[src/rtl/chess_clock_ctrl.sv]
// -----------------------------------------------------------------------------
// chess_clock_ctrl
//
// Two-player chess clock controller. Sequences a new game (timer reset, then a
// settling window), decides which of the two countdown timers runs, hands the
// clock over on qualified move presses, handles pause/resume, and converts the
// active player's time_up flag into a game-over verdict.
//
// Ports
//   clk            in   system clock, sole clock domain
//   reset_n        in   asynchronous active-low reset
//   new_game       in   single-cycle pulse, starts a new game (highest priority)
//   mode_sel[1:0]  in   time-control selection, captured on new_game
//   move_btn       in   level; rising edge = current player finished a move
//   pause_btn      in   level; rising edge toggles pause
//   white_time_up  in   level from white timer, high at zero
//   black_time_up  in   level from black timer, high at zero
//   counter_rst_n  out  active-low reset to both timers
//   mode_latched   out  mode_sel captured on new_game
//   white_run      out  white timer run enable
//   black_run      out  black timer run enable
//   active_player  out  0 = white to move, 1 = black to move
//   paused         out  high while paused
//   game_over      out  high once a flag has fallen
//   winner[1:0]    out  00 none, 01 white, 10 black
//   move_count     out  completed half-moves, saturating at 1023
//   dbg_state      out  current FSM state encoding (for checkers)
//
// Handshake: there is no valid/ready pair here. new_game is a one-cycle
// strobe; move_btn and pause_btn are levels whose rising edges are events;
// every output is a flop that changes on the clk edge after its cause.
// -----------------------------------------------------------------------------
module chess_clock_ctrl #(
   parameter int CLK_FREQ_HZ     = 50_000_000,
   parameter int MOVE_LOCKOUT_MS = 200
) (
   input  logic       clk,
   input  logic       reset_n,
   input  logic       new_game,
   input  logic [1:0] mode_sel,
   input  logic       move_btn,
   input  logic       pause_btn,
   input  logic       white_time_up,
   input  logic       black_time_up,
   output logic       counter_rst_n,
   output logic [1:0] mode_latched,
   output logic       white_run,
   output logic       black_run,
   output logic       active_player,
   output logic       paused,
   output logic       game_over,
   output logic [1:0] winner,
   output logic [9:0] move_count,
   output logic [2:0] dbg_state
);

   localparam int LOCKOUT_CYCLES = CLK_FREQ_HZ / 1000 * MOVE_LOCKOUT_MS;
   localparam int LW = (LOCKOUT_CYCLES > 0) ? $clog2(LOCKOUT_CYCLES + 1) : 1;
   localparam logic [LW-1:0] LOCK_LOAD = LW'(LOCKOUT_CYCLES);

   typedef enum logic [2:0] {
      S_IDLE      = 3'd0,
      S_CLEAR     = 3'd1,
      S_ARMED     = 3'd2,
      S_WHITE_RUN = 3'd3,
      S_BLACK_RUN = 3'd4,
      S_PAUSED    = 3'd5,
      S_OVER      = 3'd6
   } state_t;

   state_t        state_q, state_d;
   logic          phase_q, phase_d;        // second-cycle marker in CLEAR/ARMED
   logic [LW-1:0] lock_q, lock_d;
   logic          move_prev_q, pause_prev_q;

   logic          counter_rst_n_q, counter_rst_n_d;
   logic [1:0]    mode_latched_q, mode_latched_d;
   logic          white_run_q, white_run_d;
   logic          black_run_q, black_run_d;
   logic          active_player_q, active_player_d;
   logic          paused_q, paused_d;
   logic          game_over_q, game_over_d;
   logic [1:0]    winner_q, winner_d;
   logic [9:0]    move_count_q, move_count_d;

   logic          move_edge, pause_edge, move_ok;
   logic [9:0]    move_count_inc;

   always_comb begin
      move_edge      = move_btn & ~move_prev_q;
      pause_edge     = pause_btn & ~pause_prev_q;
      move_ok        = move_edge && (lock_q == '0);
      move_count_inc = (move_count_q == 10'h3FF) ? move_count_q : move_count_q + 10'd1;

      state_d         = state_q;
      phase_d         = 1'b0;
      // Lockout free-runs down to zero in every state, including PAUSED.
      lock_d          = (lock_q != '0) ? lock_q - 1'b1 : lock_q;
      mode_latched_d  = mode_latched_q;
      active_player_d = active_player_q;
      winner_d        = winner_q;
      move_count_d    = move_count_q;

      if (new_game) begin
         // Re-entering CLEAR from anywhere restarts the two-cycle timer reset.
         state_d         = S_CLEAR;
         lock_d          = '0;
         mode_latched_d  = mode_sel;
         move_count_d    = '0;
         winner_d        = 2'b00;
         active_player_d = 1'b0;
      end else begin
         case (state_q)
            S_IDLE: ;
            S_CLEAR: begin
               if (!phase_q) phase_d = 1'b1;
               else          state_d = S_ARMED;
            end
            S_ARMED: begin
               // time_up inputs are ignored: timers read zero while leaving reset.
               if (!phase_q) phase_d = 1'b1;
               else          state_d = S_WHITE_RUN;
            end
            S_WHITE_RUN: begin
               if (white_time_up) begin
                  state_d  = S_OVER;
                  winner_d = 2'b10;
               end else if (move_ok) begin
                  state_d         = S_BLACK_RUN;
                  active_player_d = 1'b1;
                  move_count_d    = move_count_inc;
                  lock_d          = LOCK_LOAD;
               end else if (pause_edge) begin
                  state_d = S_PAUSED;
               end
            end
            S_BLACK_RUN: begin
               if (black_time_up) begin
                  state_d  = S_OVER;
                  winner_d = 2'b01;
               end else if (move_ok) begin
                  state_d         = S_WHITE_RUN;
                  active_player_d = 1'b0;
                  move_count_d    = move_count_inc;
                  lock_d          = LOCK_LOAD;
               end else if (pause_edge) begin
                  state_d = S_PAUSED;
               end
            end
            S_PAUSED: begin
               if (pause_edge) state_d = active_player_q ? S_BLACK_RUN : S_WHITE_RUN;
            end
            S_OVER: ;
            default: state_d = S_IDLE;
         endcase
      end

      // Outputs are decoded from the next state so they are registered yet
      // change on the same edge as the state itself.
      counter_rst_n_d = !((state_d == S_IDLE) || (state_d == S_CLEAR));
      white_run_d     = (state_d == S_WHITE_RUN);
      black_run_d     = (state_d == S_BLACK_RUN);
      paused_d        = (state_d == S_PAUSED);
      game_over_d     = (state_d == S_OVER);
   end

   always_ff @(posedge clk or negedge reset_n) begin
      if (!reset_n) begin
         state_q         <= S_IDLE;
         phase_q         <= 1'b0;
         lock_q          <= '0;
         move_prev_q     <= 1'b0;
         pause_prev_q    <= 1'b0;
         counter_rst_n_q <= 1'b0;
         mode_latched_q  <= 2'b00;
         white_run_q     <= 1'b0;
         black_run_q     <= 1'b0;
         active_player_q <= 1'b0;
         paused_q        <= 1'b0;
         game_over_q     <= 1'b0;
         winner_q        <= 2'b00;
         move_count_q    <= '0;
      end else begin
         state_q         <= state_d;
         phase_q         <= phase_d;
         lock_q          <= lock_d;
         move_prev_q     <= move_btn;
         pause_prev_q    <= pause_btn;
         counter_rst_n_q <= counter_rst_n_d;
         mode_latched_q  <= mode_latched_d;
         white_run_q     <= white_run_d;
         black_run_q     <= black_run_d;
         active_player_q <= active_player_d;
         paused_q        <= paused_d;
         game_over_q     <= game_over_d;
         winner_q        <= winner_d;
         move_count_q    <= move_count_d;
      end
   end

   assign counter_rst_n = counter_rst_n_q;
   assign mode_latched  = mode_latched_q;
   assign white_run     = white_run_q;
   assign black_run     = black_run_q;
   assign active_player = active_player_q;
   assign paused        = paused_q;
   assign game_over     = game_over_q;
   assign winner        = winner_q;
   assign move_count    = move_count_q;
   assign dbg_state     = state_q;

endmodule

[config.mk]
export PLATFORM = sky130hd
export DESIGN_NAME = chess_clock_ctrl
export DESIGN_NICKNAME = d
export VERILOG_FILES = /design/src/rtl/chess_clock_ctrl.sv
export SDC_FILE = /design/constraint.sdc
export NUM_CORES = 1
export LEC_CHECK = 0
export ABC_CLOCK_PERIOD_IN_PS = 7400
export CELL_PAD_IN_SITES_DETAIL_PLACEMENT = 2
export CELL_PAD_IN_SITES_GLOBAL_PLACEMENT = 2
export CORE_MARGIN = 5
export CORE_UTILIZATION = 38
export CTS_CLUSTER_DIAMETER = 30
export CTS_CLUSTER_SIZE = 24
export DETAILED_ROUTE_END_ITERATION = 12
export GPL_ROUTABILITY_DRIVEN = 0
export PLACE_DENSITY = 0.91
export SYNTH_ARGS = -nofsm -noshare
export SYNTH_HDL_FRONTEND = slang
export SYNTH_SLANG_ARGS = --single-unit
[constraint.sdc]
create_clock -name clk -period 7.4 [get_ports clk]
set_clock_uncertainty 0.2 [all_clocks]
set_input_delay 0.74 -clock clk [delete_from_list [all_inputs] [get_ports clk]]
set_output_delay 0.74 -clock clk [all_outputs]
set_load 0.01 [all_outputs]
==> results by group, run 1 <==
Route
  – Vias per inst: 5.55
  – Routed via count: 2264
  – Remaining DRCs: 0
  – Final ANT Viol Nets: 0
  – Detailed Route Iter0 Violations: 84
  – Routed WL: 7.87 mm
  – Drt wl/cell: 19.3 um
  – DRT Pass-1 Iters: 5

Layout
  – Area growth syn-to-layout: 17.3%
  – Number of nets in the layout: 320
  – Commonest non-fill, non-tap cells in the layout: dfrtp_1 (50), nor2_1 (38), clkdlybuf4s50_1 (30)
  – Commonest non-fill, non-tap cell in the layout: dfrtp_1
  – N_diodes: 0
  – Layout cells sized above 1: 11.7%

Floorplan
  – Row cnt: 31
  – Die Y: 95.5 um
  – Die area: 0.00911 mm^2
  – Core Area: 0.00718 mm^2
  – # IOs: 32
  – Starting Density: 38.7%
  – DIE WIDTH: 95.5 um

Timing
  – Final slew viol count: 0
  – Min cycle time layout: 3.27 ns
  – Relative slew slack: 51.1%
  – Setup TNS: 0 ns
  – Final Hold Vio Count: 0
  – Fmax: 0.306 GHz
  – Crit share post-route: 44.2%
  – Tightest Pin Transition: 0.726 ns
  – Unrepaired setup endpoints after global routing: false
  – Setup violators final: 0
  – PnR worst setup slack: 4.13 ns

Global route
  – Largest net degree at the start of global routing: 51
  – Total gr overflow: 0
  – Initial antenna violation count: 0
  – Global router's overall resource usage: 19.1%
  – First-pass GRT wire length: 13.6 mm
  – Vias in the first global route: 2548

Clocking
  – CTS clk-pin slew, worst paths: 0.09 ns
  – Clk buf depth: 2
  – Clk sink count: 50
  – Worst-Skew Late Latency: 0.31 ns
  – Total CTS buffers: 5
  – TritonCTS clock tree: built
  – CTS H-tree lvls: 2
  – Root buffer cell: clkbuf_8
  – Post-CTS setup buffer count: 0
  – Resized cells post-CTS: 0
  – Post-CTS Hold Fix Bufs: 0

Yosys
  – Most used DFF post-synth: dfrtp_1
  – Mapped Area: 0.00278 mm^2
  – Post-Syn Instances: 280
  – Syn nets: 292
  – Number of synthesized flops with an enable pin: 0
  – YS warnings: 0
  – Avg Synthesized Cell Area: 9.91 um^2
  – Synth cell types: 58
  – Register area share after synthesis: 45.1%
  – Fraction of registers with async set/reset: 100%
  – Yosys reg bits: 50

Setup path
  – Worst setup path class: primary input to flop
  – Startpoint Class: primary input
  – Worst path arrival time: 3.23 ns
  – CP max FO: 16
  – CP Capture Type: flop
  – Data required, critical path: 7.36 ns

Job
  – Max Cap Violations: 0

Placement
  – DP HPWL: 5.67 mm
  – Number of buffers added on ports: 31
  – Pre-CTS setup slack: 3.81 ns

Power
  – Pwr per Cell Area: 424 mW/mm^2
  – Pleak: 1.34 nW
  – Peak supply drop: 0.000151 V

Outcome
  – Status: finished, final reports clean

Hold path
  – Worst min path class: flop to flop
-- flip-flops by register name (all words and copies together) (netlist names) --
name	count
lock_q	24
move_count	10
dbg_state	3
mode_latched	2
winner	2
active_player	1
black_run	1
counter_rst_n	1
game_over	1
move_prev_q	1
pause_prev_q	1
paused	1
phase_q	1
white_run	1
-- where the power goes --
| group | switching [mW] | internal, mW |
|---|---|---|
| combinational | 0.434 | 0.304 |
| sequential | 0.124 | 0.346 |
| clock | 0.0975 | 0.0759 |
-- metal layers --
| metal | track usage, % | up-vias | share of wire [%] |
|---|---|---|---|
| met5 | 0 | - | 0 |
| met4 | 3.20 | 0 | 0.72 |
| met3 | 4.03 | 6 | 3.2 |
| met2 | 33.3 | 41 | 52 |
| met1 | 24.9 | 1158 | 44 |
| li1 | - | 1059 | - |
-- through the flow --
stage	util, %	std cells	hold slack (ns)	total power, mW	instance area, um^2
floorplan	-	280	0.243	1.00	2780
global placement	44.1	400	0.269	1.15	3160
detailed placement	44.1	400	0.277	1.21	3160
CTS	45.4	408	0.290	1.40	3250
global route	45.4	408	0.342	1.50	3250
finish	45.4	408	0.285	1.38	3250
-- cell type report --
class                           count  area (um^2)
Fill cell                         740         3920
Clock buffer                        7         86.3
Inverter                            9         33.8
Multi-Input combinational cell    208         1430
Timing Repair Buffer               34          328
Clock inverter                      1         5.00
Sequential cell                    50         1250
Tap cell                           99          124
-- final timing paths --
kind | start | endpoint | slack [ns] | depth (start not counted)
hold / removal | phase_q | phase_q | 0.29 | 1
hold reg to reg | phase_q | phase_q | 0.29 | 1
setup reg to reg | dbg_state[0] | lock_q[17] | 4.35 | 5
setup / recovery | black_time_up | lock_q[17] | 4.13 | 6
max in group asynchronous | reset_n | white_run | 6.22 | 2
min in group asynchronous | reset_n | lock_q[18] | 0.34 | 2
-- critical path: stages --
cell and delay (ns):
clkdlybuf4s50_1 0.52, nor4b_1 0.31, o211ai_1 0.20, or4_1 0.75, nand2b_1 0.57, nor2_1 0.15
-- cell usage after synthesis (2+ instances only) --
| cell type | instances | area [um^2] |
|---|---|---|
| or4_4 | 3 | 33.8 |
| or2_2 | 2 | 12.5 |
| nor2b_1 | 6 | 37.5 |
| a31oi_1 | 2 | 12.5 |
| buf_1 | 2 | 7.51 |
| mux2_2 | 4 | 45.0 |
| or3_1 | 10 | 62.6 |
| nor3_1 | 7 | 35.0 |
| nand2b_1 | 3 | 18.8 |
| xor2_1 | 14 | 123 |
| a221oi_1 | 2 | 17.5 |
| xnor2_1 | 10 | 87.6 |
| nor2_1 | 38 | 143 |
| nor4_1 | 7 | 43.8 |
| nor4_4 | 3 | 63.8 |
| nand2_1 | 14 | 52.6 |
| o21ai_0 | 10 | 50.1 |
| a21oi_1 | 15 | 75.1 |
| a211oi_1 | 5 | 37.5 |
| ha_1 | 3 | 37.5 |
| dfrtp_1 | 50 | 1250 |
| nand4_1 | 5 | 31.3 |
| o211ai_1 | 2 | 15.0 |
| clkbuf_1 | 6 | 22.5 |
| buf_2 | 3 | 15.0 |
| nand3b_1 | 2 | 15.0 |
| nand4b_1 | 2 | 17.5 |
| nand3_1 | 4 | 20.0 |
| nor4_2 | 2 | 25.0 |
| a311oi_1 | 2 | 17.5 |
| nor3_4 | 2 | 32.5 |
| o2111ai_1 | 2 | 17.5 |
| inv_1 | 8 | 30.0 |
| and3_1 | 6 | 37.5 |
-- cell families after synthesis --
logic type / share of synthesized area [%]
xor gates and xnor gates: 7.57
and+or+nand+nor: 28.0
AOI/OAI and AO/OA: 12.5
DFF: 45.1
muxes: 1.98
buffers and inverters: 3.52
adders and majority gates: 1.35
Note: power is estimated with default switching activity, not from simulation.
==> inputs of run 2 (changes only) <==
- ABC_CLOCK_PERIOD_IN_PS: 7400 -> 3000
- CORE_UTILIZATION: 38 -> 32
- PLACE_DENSITY: 0.91 -> 0.82
- clock period: 7.4 -> 3 ns (I/O delays scaled with it)
==> results by group, run 2 (synthesized netlist as in run 1, its figures left out) <==
Hold path
  – Worst hold endpoint: pause_prev_q
  – Worst min path class: primary input to flop
  – Hold Path Cell Cnt: 1 (unchanged)
  – Worst Hold Launch: pause_btn

Route
  – Detailed Route Iter0 Violations: 82 (-2.4%)
  – Met3 routed WL: 97 um (-62%)
  – Drt wl/cell: 18.3 um (-5.3%)
  – Detail Route met2 WL: 4.06 mm (-0.12%)
  – Routed length on met1: 3.51 mm (+0.34%)
  – Vias per inst: 5.28 (-4.9%)
  – DRT Pass-1 Iters: 5 (unchanged)
  – Final ANT Viol Nets: 0 (unchanged)
  – Routed via count: 2238 (-1.1%)
  – Remaining DRCs: 0 (unchanged)
  – Top routing layer in use: met4
  – Routed WL: 7.75 mm (-1.5%)

Timing
  – Unrepaired setup endpoints after global routing: false
  – Final slew viol count: 0 (unchanged)
  – Setup TNS: 0 ns (unchanged)
  – Tightest Pin Transition: 0.601 ns (-0.126 ns)
  – Relative slew slack: 60.0% (+8.8 points)
  – Fmax: 0.367 GHz
  – Setup violators final: 0 (unchanged)
  – Hold WS: 0.258 ns (-0.0273 ns)
  – Crit share post-route: 90.9%
  – Min cycle time layout: 2.73 ns
  – Final Hold Vio Count: 0 (unchanged)

Clocking
  – Clk buf depth: 2 (unchanged)
  – Root buffer cell: clkbuf_8
  – CTS H-tree lvls: 2 (unchanged)
  – Post-CTS setup buffer count: 0 (unchanged)
  – Worst-Skew Late Latency: 0.31 ns (about the same)
  – CTS clk-pin slew, worst paths: 0.10 ns (about the same)
  – Total CTS buffers: 5 (unchanged)
  – Clk sink count: 50 (unchanged)
  – TritonCTS clock tree: built

Layout
  – Max reg flops: 24 (unchanged)
  – Number of nets in the layout: 327 (+2.2%)
  – Commonest non-fill, non-tap cell in the layout: dfrtp_1
  – Multi-input gate area: 0.00144 mm^2 (+0.61%)
  – Fillers: 956 (+29%)
  – Top reg by flops: lock_q
  – N_diodes: 0 (unchanged)
  – Final cell count without fillers: 424 (+3.9%)
  – Layout cells sized above 1: 13.6% (+2.0 points)
  – Fin area: 0.00334 mm^2 (+2.5%)
  – Commonest non-fill, non-tap cells in the layout: dfrtp_1 (50), nor2_1 (38), clkdlybuf4s50_1 (30)
  – Reg area: 0.00125 mm^2 (unchanged)
  – Area growth syn-to-layout: 20.2%

Floorplan
  – DIE WIDTH: 103 um (+8.0%)
  – Row cnt: 34 (+9.7%)
  – Starting Density: 32.3% (-6.4 points)
  – Core Area: 0.00859 mm^2 (+20%)
  – Die area: 0.0106 mm^2 (+17%)
  – Die Y: 103 um (+8.0%)
  – # IOs: 32 (unchanged)

Global route
  – Global router's overall resource usage: 15.7% (-3.4 points)
  – Initial antenna violation count: 0 (unchanged)
  – Total gr overflow: 0 (unchanged)
  – First-pass GRT wire length: 13.0 mm (-4.0%)
  – Largest net degree at the start of global routing: 35 (-31%)
  – Vias in the first global route: 2483 (-2.6%)

Power
  – Peak supply drop: 0.000345 V (+130%)
  – Pwr per Cell Area: 1020 mW/mm^2 (+140%)
  – Total power: 3.41 mW (+150%)
  – Pleak: 1.37 nW (+2.8%)

Setup path
  – Startpoint Class: flop
  – Critical-path top delay cell: dfrtp_1
  – Worst reg2reg endpoint: paused
  – Worst Reg2Reg Path Length in Cells: 8 (+3)
  – CP Capture Type: flop
  – Crit-path cells: inv_1 -> ha_1 -> nor2b_1 -> nand4_2 -> nor4_4 -> mux2_2 -> or2_2 -> nor3b_1
  – CP max FO: 5 (-11)
  – Largest stage delay, worst path: 0.44 ns (-0.31 ns)
  – Worst reg2reg path startpoint: lock_q[0]
  – Family with the most delay on the worst path: simple AND/OR/NAND/NOR gates
  – Reg2Reg Setup Slack: 0.27 ns (-4.08 ns)
  – Worst path arrival time: 2.75 ns (-0.48 ns)
  – Buf/Inv on CP: 1 (unchanged)
  – Data required, critical path: 3.02 ns (-4.34 ns)
  – Worst setup path class: flop to flop

Outcome
  – Status: finished, final reports clean

Placement
  – Post-DP Area: 0.00322 mm^2 (+1.8%)
  – Number of buffers added on ports: 31 (unchanged)
  – DP HPWL: 5.70 mm (+0.52%)
  – Placed insts: 415 (+3.8%)

Job
  – Max Cap Violations: 0 (unchanged)
## run 2: changes by cell type in the layout (fill, tap and decap cells not counted), sizes merged
cell,delta
buf,+6
clkbuf,-1
clkinv,-1
clkinvlp,+1
dlygate4sd3,+1
inv,+1
## run 2: power by group
part / switching [mW] / leakage [nW] / internal, mW
combinational: 1.04 / 0.654 / 0.783
sequential: 0.295 / 0.672 / 0.853
clock: 0.251 / 0.0478 / 0.191
total: 1.58 / 1.37 / 1.83
## run 2: worst max path at each step
stage / start / to / slack (ns) / cells after the start
3_5_place_dp: lock_q[19] / paused / 0.29 / 6
2_1_floorplan: lock_q[0] / paused / 0.58 / 8
6_report: lock_q[0] / paused / 0.27 / 8
5_1_grt: lock_q[0] / paused / 0.03 / 8
3_3_place_gp: black_time_up / lock_q[1] / 0.37 / 7
4_1_cts: lock_q[19] / paused / 0.22 / 6
## run 2: cell type report
class	instances	share of cell area, %
inverters	9	1.01
well taps	108	4.05
clock inverters	2	0.487
clock buffers	6	2.47
repair buffers	41	11.5
multi-input cells	208	43.0
flip-flops and latches	50	37.5
## run 2: per-layer routing
metal  GRT usage [%]  vias up
li1                -     1070
met1            19.9     1147
met2            27.8       15
met3            2.17        6
met4            4.48        0
met5               0        -
## run 2: repair_timing
item	CTS	global route
hold buffers	1	0
endpoints found under the hold margin	25	0
endpoints found under the setup margin	0	1
gates resized for setup	0	1
## run 2: through the flow
step / setup slack (ns) / utilization, %
after floorplan: 0.575 / -
after global placement: 0.372 / 37.5
after detailed placement: 0.286 / 37.5
after CTS: 0.225 / 38.7
after global routing: 0.0325 / 38.8
final: 0.274 / 38.8
==> inputs of run 3 (changes only) <==
- CORE_MARGIN: 5 -> 1
==> results by group, run 3 (synthesized netlist as in run 1, its figures left out) <==
Placement
  – Pre-CTS setup slack: 0.273 ns (-0.0129 ns)
  – DP HPWL: 5.50 mm (-3.5%)
  – Placed insts: 412 (-0.72%)
  – Number of buffers added on ports: 31 (unchanged)
  – Post-DP Area: 0.00322 mm^2 (-0.12%)

Route
  – Remaining DRCs: 0 (unchanged)
  – Vias per inst: 5.39 (+2.1%)
  – Routed WL: 7.73 mm (-0.31%)
  – Drt wl/cell: 18.4 um (+0.64%)
  – DRT Pass-1 Iters: 6 (+1)
  – Detailed Route Iter0 Violations: 95 (+16%)
  – Routed via count: 2264 (+1.2%)
  – Final ANT Viol Nets: 0 (unchanged)

Setup path
  – CP max FO: 5 (unchanged)
  – Largest stage delay, worst path: 0.46 ns (+0.02 ns)
  – Worst Reg2Reg Path Length in Cells: 8 (unchanged)
  – Crit-path cells: inv_1 -> ha_1 -> nor2b_1 -> nand4_2 -> nor4_4 -> mux2_2 -> or2_2 -> nor3b_1
  – Startpoint Class: flop
  – Critical-path top delay cell: nor4_4
  – Data required, critical path: 3.02 ns (about the same)
  – Worst reg2reg path startpoint: lock_q[0]
  – Worst reg2reg endpoint: paused
  – Reg2Reg Setup Slack: 0.23 ns (-0.04 ns)
  – Worst setup path class: flop to flop
  – Worst path arrival time: 2.79 ns (+0.04 ns)
  – CP Capture Type: flop
  – Crit path from: lock_q[0]
  – CP endpoint: paused

Floorplan
  – Core Area: 0.00830 mm^2 (-3.4%)
  – Die Y: 95.1 um (-7.8%)
  – Die area: 0.00905 mm^2 (-15%)
  – Starting Density: 33.4% (+1.1 points)
  – # IOs: 32 (unchanged)
  – DIE WIDTH: 95.1 um (-7.8%)
  – Row cnt: 33 (-2.9%)

Clocking
  – CTS H-tree lvls: 2 (unchanged)
  – Root buffer cell: clkbuf_8
  – Total CTS buffers: 5 (unchanged)
  – Resized cells post-CTS: 0 (unchanged)
  – Clk buf depth: 2 (unchanged)
  – TritonCTS clock tree: built
  – CTS clk-pin slew, worst paths: 0.09 ns (about the same)
  – Worst-Skew Late Latency: 0.30 ns (about the same)
  – Clk sink count: 50 (unchanged)
  – Post-CTS setup buffer count: 0 (unchanged)

Global route
  – Vias in the first global route: 2413 (-2.8%)
  – Global router's overall resource usage: 18.5% (+2.8 points)
  – First-pass GRT wire length: 12.9 mm (-0.64%)
  – Largest net degree at the start of global routing: 51 (+46%)
  – Initial antenna violation count: 0 (unchanged)
  – Total gr overflow: 0 (unchanged)

Layout
  – Post-Route Utilization: 39.8% (+0.95 points)
  – Fin area: 0.00330 mm^2 (-1.0%)
  – Area growth syn-to-layout: 19.0%
  – Max reg flops: 24 (unchanged)
  – Multi-input gate area: 0.00143 mm^2 (-0.61%)
  – Fillers: 895 (-6.4%)
  – Reg area: 0.00125 mm^2 (unchanged)
  – Number of nets in the layout: 327 (unchanged)
  – Commonest non-fill, non-tap cell in the layout: dfrtp_1
  – N_diodes: 0 (unchanged)
  – Top reg by flops: lock_q
  – Layout cells sized above 1: 12.7% (-0.91 points)
  – Commonest non-fill, non-tap cells in the layout: dfrtp_1 (50), nor2_1 (38), clkdlybuf4s50_1 (30)
  – Final cell count without fillers: 420 (-0.94%)

Power
  – Pwr per Cell Area: 1030 mW/mm^2 (+0.56%)
  – Total power: 3.39 mW (-0.50%)
  – Pleak: 1.36 nW (-1.1%)
  – Peak supply drop: 0.000325 V (-5.8%)

Timing
  – Fmax: 0.361 GHz (-1.5%)
  – PnR worst setup slack: 0.231 ns (-0.0426 ns)
  – Crit share post-route: 92.3% (+1.4 points)
  – Hold WS: 0.263 ns (+0.00519 ns)
  – Relative slew slack: 55.7% (-4.2 points)
  – Setup TNS: 0 ns (unchanged)
  – Unrepaired setup endpoints after global routing: false
  – Tightest Pin Transition: 0.664 ns (+0.0632 ns)
  – Setup violators final: 0 (unchanged)
  – Final Hold Vio Count: 0 (unchanged)
  – Min cycle time layout: 2.77 ns (+0.0426 ns)
  – Final slew viol count: 0 (unchanged)

Hold path
  – Worst Hold Launch: pause_btn
  – Worst min path class: primary input to flop

Job
  – Max Cap Violations: 0 (unchanged)

Outcome
  – Status: finished, final reports clean
## run 3: critical path: cells and delay by family, from the launching register on
kind	cells	cell delay [ns]
adder cells (fa/ha/maj)	1	0.14
AND/OR/NAND/NOR	5	1.38
flip-flops	1	0.43
buffers and inverters	1	0.10
multiplexers	1	0.42
## run 3: routing by layer
layer,global-route usage (%),routed length [um]
met1,23.2,3420
met2,33.8,4110
met3,2.23,123
met4,3.79,73
met5,0,0
## run 3: layout make-up
class                   instances  area share, %
multi-input cells             208           43.2
flip-flops and latches         50           37.9
repair buffers                 41           11.6
well taps                     105           3.98
clock buffers                   7           2.31
inverters                       9           1.02
## run 3: repair_timing
item / 4_1_cts / 5_1_grt
hold buffers: 1 / 0
setup endpoints to repair: 0 / 0
endpoints found under the hold margin: 50 / 0
## run 3: worst min-delay path by stage
stage	slack, ns	to	cells past startpoint
floorplan	-0.20	active_player	0
global placement	0.26	lock_q[22]	2
detailed placement	0.27	lock_q[18]	2
CTS	0.26	pause_prev_q	1
global route	0.26	pause_prev_q	1
finish	0.26	pause_prev_q	1
## run 3: where the power goes
| part | internal [mW] | switching [mW] |
|---|---|---|
| Clock | 0.161 | 0.224 |
| Sequential | 0.854 | 0.289 |
| Combinational | 0.792 | 1.07 |
| Total | 1.81 | 1.58 |
